### src/rtl/pc_fetch_ctrl_pkg.sv
// Shared types and constants for the fetch-side PC controller.
package pc_fetch_pkg;
  typedef enum logic [1:0] {ST_RST, ST_RUN, ST_HALT} fetch_state_e;
  localparam int PC_INC        = 4;
  localparam int CNT_W_DEFAULT = 16;
endpackage

### src/rtl/pc_fetch_ctrl_if.sv
// Fetch controller bundle: hazard/branch inputs, imem handshake, IF/ID side outputs.
interface pc_fetch_ctrl_if #(
  parameter int PC_W  = 9,
  parameter int CNT_W = pc_fetch_pkg::CNT_W_DEFAULT
);
  logic             PcSel;
  logic [31:0]      BrPC;
  logic             Halt_Insert;
  logic             Stall;
  logic             Imem_Ack;
  logic             Imem_Req;
  logic [PC_W-1:0]  Imem_Addr;
  logic [PC_W-1:0]  Cur_PC;
  logic             IfId_Valid;
  logic             Flush_IfId;
  logic             Flush_IdEx;
  logic             Halted;
  logic [CNT_W-1:0] Redirect_Cnt;

  modport ctrl (
    input  PcSel, BrPC, Halt_Insert, Stall, Imem_Ack,
    output Imem_Req, Imem_Addr, Cur_PC, IfId_Valid, Flush_IfId, Flush_IdEx,
           Halted, Redirect_Cnt
  );
  modport env (
    output PcSel, BrPC, Halt_Insert, Stall, Imem_Ack,
    input  Imem_Req, Imem_Addr, Cur_PC, IfId_Valid, Flush_IfId, Flush_IdEx,
           Halted, Redirect_Cnt
  );
endinterface

### src/rtl/pc_fetch_ctrl_redirect_counter.sv
// Saturating event counter for taken redirects.
module redirect_counter #(
  parameter int W = 16
) (
  input  logic         clk,
  input  logic         rst_n,
  input  logic         en,
  output logic [W-1:0] cnt
);
  always_ff @(posedge clk or negedge rst_n) begin
    if (!rst_n)                 cnt <= '0;
    else if (en && cnt != '1)   cnt <= cnt + W'(1);
  end
endmodule

### src/rtl/pc_fetch_ctrl.sv
// Fetch PC controller: reset start-up, sequential fetch, stalls, redirects, halt.
// Optional redirect counter enabled by defining PC_REDIRECT_CNT_EN.
module pc_fetch_ctrl
  import pc_fetch_pkg::*;
#(
  parameter int PC_W  = 9,
  parameter int CNT_W = CNT_W_DEFAULT
) (
  input logic           clk,
  input logic           rst_n,
  pc_fetch_ctrl_if.ctrl bus
);
  fetch_state_e    state_q, state_d;
  logic [PC_W-1:0] pc_q, pc_d;
  logic            run;
  logic            redirect;

  assign run      = (state_q == ST_RUN);
  assign redirect = run && bus.PcSel && !bus.Halt_Insert;

  // Only the word-aligned in-range bits of the target are meaningful.
  logic unused_brpc;
  assign unused_brpc = ^{bus.BrPC[31:PC_W], bus.BrPC[1:0]};

  always_ff @(posedge clk or negedge rst_n) begin
    if (!rst_n) begin
      state_q <= ST_RST;
      pc_q    <= '0;
    end else begin
      state_q <= state_d;
      pc_q    <= pc_d;
    end
  end

  always_comb begin
    state_d = state_q;
    pc_d    = pc_q;
    unique case (state_q)
      ST_RST:  state_d = ST_RUN;
      ST_RUN: begin
        if (bus.Halt_Insert)                  state_d = ST_HALT;
        else if (bus.PcSel)                   pc_d = {bus.BrPC[PC_W-1:2], 2'b00};
        else if (bus.Imem_Ack && !bus.Stall)  pc_d = pc_q + PC_W'(PC_INC);
      end
      ST_HALT: state_d = ST_HALT;
      default: state_d = ST_RST;
    endcase
  end

  always_comb begin
    bus.Imem_Req   = run && !bus.Halt_Insert;
    bus.Imem_Addr  = pc_q;
    bus.Cur_PC     = pc_q;
    bus.IfId_Valid = run && bus.Imem_Ack && !bus.Stall && !bus.PcSel && !bus.Halt_Insert;
    bus.Flush_IfId = redirect;
    bus.Flush_IdEx = redirect;
    bus.Halted     = (state_q == ST_HALT);
  end

`ifdef PC_REDIRECT_CNT_EN
  redirect_counter #(.W(CNT_W)) u_redirect_cnt (
    .clk   (clk),
    .rst_n (rst_n),
    .en    (redirect),
    .cnt   (bus.Redirect_Cnt)
  );
`else
  assign bus.Redirect_Cnt = '0;
`endif
endmodule

### src/flat_wrapper.sv
// flat-port wrapper written by rule: the top's interface ports become plain ports
module pc_fetch_ctrl_flat import pc_fetch_pkg::*;
#(
  parameter int PC_W  = 9,
  parameter int CNT_W = CNT_W_DEFAULT
)
  (clk, rst_n, bus_PcSel, bus_BrPC, bus_Halt_Insert, bus_Stall, bus_Imem_Ack, bus_Imem_Req, bus_Imem_Addr, bus_Cur_PC, bus_IfId_Valid, bus_Flush_IfId, bus_Flush_IdEx, bus_Halted, bus_Redirect_Cnt);
  pc_fetch_ctrl_if #(.PC_W(PC_W), .CNT_W(CNT_W)) bus_i ();
  input logic clk;
  input logic rst_n;
  input wire logic [$bits(bus_i.PcSel)-1:0] bus_PcSel;
  input wire logic [$bits(bus_i.BrPC)-1:0] bus_BrPC;
  input wire logic [$bits(bus_i.Halt_Insert)-1:0] bus_Halt_Insert;
  input wire logic [$bits(bus_i.Stall)-1:0] bus_Stall;
  input wire logic [$bits(bus_i.Imem_Ack)-1:0] bus_Imem_Ack;
  output wire logic [$bits(bus_i.Imem_Req)-1:0] bus_Imem_Req;
  output wire logic [$bits(bus_i.Imem_Addr)-1:0] bus_Imem_Addr;
  output wire logic [$bits(bus_i.Cur_PC)-1:0] bus_Cur_PC;
  output wire logic [$bits(bus_i.IfId_Valid)-1:0] bus_IfId_Valid;
  output wire logic [$bits(bus_i.Flush_IfId)-1:0] bus_Flush_IfId;
  output wire logic [$bits(bus_i.Flush_IdEx)-1:0] bus_Flush_IdEx;
  output wire logic [$bits(bus_i.Halted)-1:0] bus_Halted;
  output wire logic [$bits(bus_i.Redirect_Cnt)-1:0] bus_Redirect_Cnt;
  assign bus_i.PcSel = bus_PcSel;
  assign bus_i.BrPC = bus_BrPC;
  assign bus_i.Halt_Insert = bus_Halt_Insert;
  assign bus_i.Stall = bus_Stall;
  assign bus_i.Imem_Ack = bus_Imem_Ack;
  assign bus_Imem_Req = bus_i.Imem_Req;
  assign bus_Imem_Addr = bus_i.Imem_Addr;
  assign bus_Cur_PC = bus_i.Cur_PC;
  assign bus_IfId_Valid = bus_i.IfId_Valid;
  assign bus_Flush_IfId = bus_i.Flush_IfId;
  assign bus_Flush_IdEx = bus_i.Flush_IdEx;
  assign bus_Halted = bus_i.Halted;
  assign bus_Redirect_Cnt = bus_i.Redirect_Cnt;
  pc_fetch_ctrl #(.PC_W(PC_W), .CNT_W(CNT_W)) u_core (.clk(clk), .rst_n(rst_n), .bus(bus_i));
endmodule
### config.mk
export PLATFORM = sky130hd
export DESIGN_NAME = pc_fetch_ctrl_flat
export DESIGN_NICKNAME = d
export VERILOG_FILES = /design/src/rtl/pc_fetch_ctrl_pkg.sv /design/src/rtl/pc_fetch_ctrl_if.sv /design/src/rtl/pc_fetch_ctrl_redirect_counter.sv /design/src/rtl/pc_fetch_ctrl.sv /design/src/flat_wrapper.sv
export SDC_FILE = /design/constraint.sdc
export NUM_CORES = 1
export LEC_CHECK = 0
export CAP_MARGIN = 30
export CORE_MARGIN = 5
export CORE_UTILIZATION = 32
export DETAILED_ROUTE_END_ITERATION = 8
export GPL_TIMING_DRIVEN = 0
export PLACE_DENSITY = 0.87
export SYNTH_ARGS = -nofsm -noshare
export SYNTH_HDL_FRONTEND = slang
export SYNTH_SLANG_ARGS = --single-unit
### constraint.sdc
create_clock -name clk -period 1.92 [get_ports clk]
set_input_delay 0.384 -clock clk [delete_from_list [all_inputs] [get_ports clk]]
set_output_delay 0.384 -clock clk [all_outputs]
set_load 0.02 [all_outputs]
; Word level (Yosys, flattened, before mapping)
; Cells that the tools add are included.
[totals]
elab_cells = 25
in_bits = 38
ff_bits = 11
out_inout_bits = 39
[classes]
eq_ne = 3
addsub = 1
reduce_logical = 14
n_mux = 4
bitwise = 1
[op_table]
columns = cell, count
row1 = two-way mux 9 bit, 2
row2 = adder 9 x 3 -> 9 bit (second input constant), 1
row3 = logical AND 1 bit, 8
row4 = one-hot mux 2 bit (3 select lines), 1
row5 = logical NOT 1 bit, 3
row6 = AND reduction 3 bit, 1
row7 = == test 2 x 1 -> 1 bit (second input constant), 1
row8 = == test 2 bit (second input constant), 1
row9 = logical NOT 2 bit, 1
row10 = two-way mux 2 bit, 1
row11 = != test 2 bit (second input constant), 1
row12 = nonzero test 2 bit, 1
row13 = inverter 1 bit, 1

; Longest topological paths before layout
[depth]
word_depth = 5
mapped_depth = 6
mapped_depth_nobuf = 5

; Worst setup path after synthesis
; OpenSTA, ideal clock, no wires.
[synth_timing]
path_kind = register -> output
from = register u_core.state_q[1]
to = output bus_Flush_IfId
arrival_ns = 1.141
path_stages_with_launch = 6
path_buffers = 1
required_ns = 1.536
setup_slack_ns = 0.395
path_cell_list = dfrtp_1 inv_1 ha_1 nand3b_2 inv_1 buf_4
[synth_between]
elab_chain_len = 3
[synth_rtl]
columns = element, line
row1 = start: declaration, pc_fetch_ctrl.sv:13  ; fetch_state_e state_q, state_d;
row2 = start signal: assignment, pc_fetch_ctrl.sv:30  ; state_q <= state_d;
row3 = == test 2 x 1 -> 1 bit, pc_fetch_ctrl.sv:18  ; assign run = (state_q == ST_RUN);
row4 = logical AND 1 bit (2 in a row), pc_fetch_ctrl.sv:19  ; assign redirect = run && bus.PcSel && !bus.Halt_Insert;
row5 = end: declaration, flat_wrapper.sv:20  ; output wire logic [$bits(bus_i.Flush_IfId)-1:0] bus_Flush_IfId;
; No other way between the ends.

; Final worst setup path
[layout_timing]
from = register u_core.state_q[1]
to = output bus_Flush_IdEx
[layout_between]
elab_chain_len = 3
[layout_rtl]
columns = element, line
row1 = == test 2 x 1 -> 1 bit, pc_fetch_ctrl.sv:18
row2 = logical AND 1 bit (2 in a row), pc_fetch_ctrl.sv:19
row3 = end: declaration, flat_wrapper.sv:21  ; output wire logic [$bits(bus_i.Flush_IdEx)-1:0] bus_Flush_IdEx;
; No other way between the ends.

==> impl_metrics.tcl <==
set metrics [dict create \
    drtIter0Drc 6 \
    syn_area_sq_um 892 \
    num_io_pins 77 \
    cts-buffers-inserted 3 \
    power_leakage_uw 0.000707 \
    dr.pass1.iters 4 \
    routabilityCongestion 0.798 \
    stdcell_count 179 \
    synth-seq-cells 9 \
    yosysUniqueCellTypes 31 \
    yosys.area_share.adder_pct 5.61 \
    start_kind "flop" \
    cts.path.max_buffers 2 \
    clk_latency_ns 0.27 \
    fin_skew_ns 0.00293 \
    end_kind "primary output" \
    drive_gt1_share_pct 37.2 \
    drc 0 \
    fp.dieW_microns 62.8 \
    whs_ns 0.421 \
    start_util_pct 32.9 \
    vias 774 \
    synth_cells 92 \
    grt_pass1_vias 809 \
    criticalPathCategory "reg -> out" \
    yosys.area.top_type "dfrtp_1" \
    cap_viol_max_count 0 \
    clkTransAtPathRegs_ns 0.06 \
    synth_compound_area_share_pct 12.2 \
    grt_max_degree 11 \
    routed_via_density 4.32 \
    die_h_microns 62.8 \
    synth_top_area_share_pct 25.2 \
    routed_wl_microns 2250 \
    utilization_pct 51.0 \
    hold_viol_final 0 \
    diodes 0 \
    avgRoutedWirePerCell_microns 12.6 \
    power-per-cell-area_nw_per_um2 1010 \
    synth_edf_count 0 \
    place_hpwl_microns 1740 \
    worstPathArrival_ns 1.47 \
    p_sw_share_pct 41.4 \
    synth_top_family_by_area "buffers and inverters" \
    ys.warnings.count 0 \
    hp-class "in -> async" \
    ys_top_cells_by_area "dfrtp_1, buf_4, ha_1" \
    synth_top_flop_cell "dfrtp_1" \
    rows 19 \
    cp.required_ns 1.54 \
    pwr-share-comb_pct 63.9 \
    gr-usage-all-layers_pct 11.3 \
    critPathMaxFanout 7 \
    port_buffers 31 \
    p_clk_share_pct 10.9 \
    fin_nets 191 \
    p_sw_uw 577 \
    tritoncts "yes" \
    regToRegSetupSlack_ns 0.44 \
    outcome "complete, no violations" \
    p_int_uw 819 \
    yosysSeqAreaShare_pct 25.2 \
    antenna_found_initial 0 \
    area.growth.synth_to_final_pct 55.0 \
    syn_area_per_cell_sq_um 9.70 \
    cts.sinks 9 \
    synth.area.mux_share_pct 5.75 \
    postCtsHoldBufs 0 \
    finalMaxSlewViolations 0 \
    grt-ovfl-total 0 \
    ir_drop_mv 0.554 \
    setup_viol 0 \
    p_seq_share_pct 25.2 \
    coreArea_sq_um 2710 \
    place_inst 173 \
    synth-xor-area-share_pct 0 \
    cts-htree-levels 1 \
    synthSimpleGateAreaFrac_pct 21.3 \
    layout_common_cells "buf_4, clkdlybuf4s50_1, conb_1" \
    ant_nets 0 \
    cts_root_buffer "clkbuf_4" \
    fmax_mhz 539 \
    grt_first_pass_wirelength_microns 3650 \
    final_common_cell "buf_4" \
    async_reset_ff_share_pct 100 \
    period_share_pct 96.6 \
    fp.dieArea_sq_um 3940 \
    min_period_ns 1.85 \
]
==> power groups by stage <==
stage | Sequential, uW | Clock (uW) | Combinational, uW
after floorplan | 385 | 0 | 519
after global placement | 341 | 0 | 849
after CTS | 352 | 158 | 898
after global routing | 367 | 162 | 954
after detailed placement | 350 | 0 | 874
final | 352 | 152 | 892
==> metal layers <==
layer / part of all wire, % / vias to the layer above / global-route usage [%]
met2: 48 / 38 / 18.5
met3: 9.4 / 5 / 4.50
met4: 1.9 / 0 / 4.77
met5: 0 / - / 0
li1: - / 394 / -
met1: 41 / 337 / 13.0
==> cells by family after synthesis <==
kind of cell    Yosys count
other cells               1
mux                       4
flops                     9
fa+ha+maj                 4
buf+inv                  36
simple gates             23
compound gates           15
==> final timing paths <==
kind | start | to | cells past startpoint
setup / recovery | u_core.state_q[1] | bus_Flush_IdEx | 5
hold / removal | rst_n | u_core.bus.Cur_PC[7] | 1
setup reg to reg | u_core.state_q[1] | u_core.bus.Cur_PC[8] | 6
hold reg to reg | u_core.state_q[1] | u_core.state_q[1] | 1
max in group asynchronous | rst_n | u_core.bus.Cur_PC[5] | 1
min in group clk | u_core.state_q[1] | u_core.state_q[1] | 1
==> flip-flops by register name (all words and copies together), names as in the netlist <==
name	flops
u_core.bus.Cur_PC	7
u_core.state_q	2
==> cells in the mapped netlist (2+ instances only) <==
| library cell | count |
|---|---|
| and4_1 | 4 |
| nor2_1 | 2 |
| a21oi_1 | 3 |
| mux2_4 | 2 |
| o22ai_1 | 8 |
| nor3_2 | 3 |
| dfrtp_1 | 9 |
| buf_4 | 29 |
| inv_1 | 5 |
| nand2_1 | 2 |
| nor2b_1 | 2 |
| ha_1 | 4 |
==> worst max-delay path: stages (launching register included) <==
cell and delay [ns]:
dfrtp_1 0.40, inv_1 0.12, ha_4 0.18, nand3b_4 0.13, inv_1 0.10, clkdlybuf4s15_2 0.26
==> repair_timing <==
item,CTS,global route
gates resized for setup,21,3
setup endpoints to repair,4,4
setup buffers,2,0
==> through the flow <==
stage / setup slack, ns / setup TNS (ns) / instance area, sq um / power (uW)
floorplan: 0.395 / 0 / 963 / 904
CTS: 0.00786 / 0 / 1390 / 1410
global route: -0.000114 / -0.000114 / 1380 / 1480
global placement: -0.531 / -1.71 / 1310 / 1190
detailed placement: -0.569 / -1.85 / 1310 / 1220
finish: 0.0656 / 0 / 1380 / 1400
==> area by class of cell <==
cell class / instances / area, sq um
fill: 268 / 1330
multi-input combinational: 66 / 513
timing repair buffer: 33 / 312
buffer: 31 / 248
sequential: 9 / 226
tap: 31 / 38.8
clock buffer: 4 / 26.3
inverter: 5 / 18.8
Note: power is estimated with default switching activity, not from simulation.
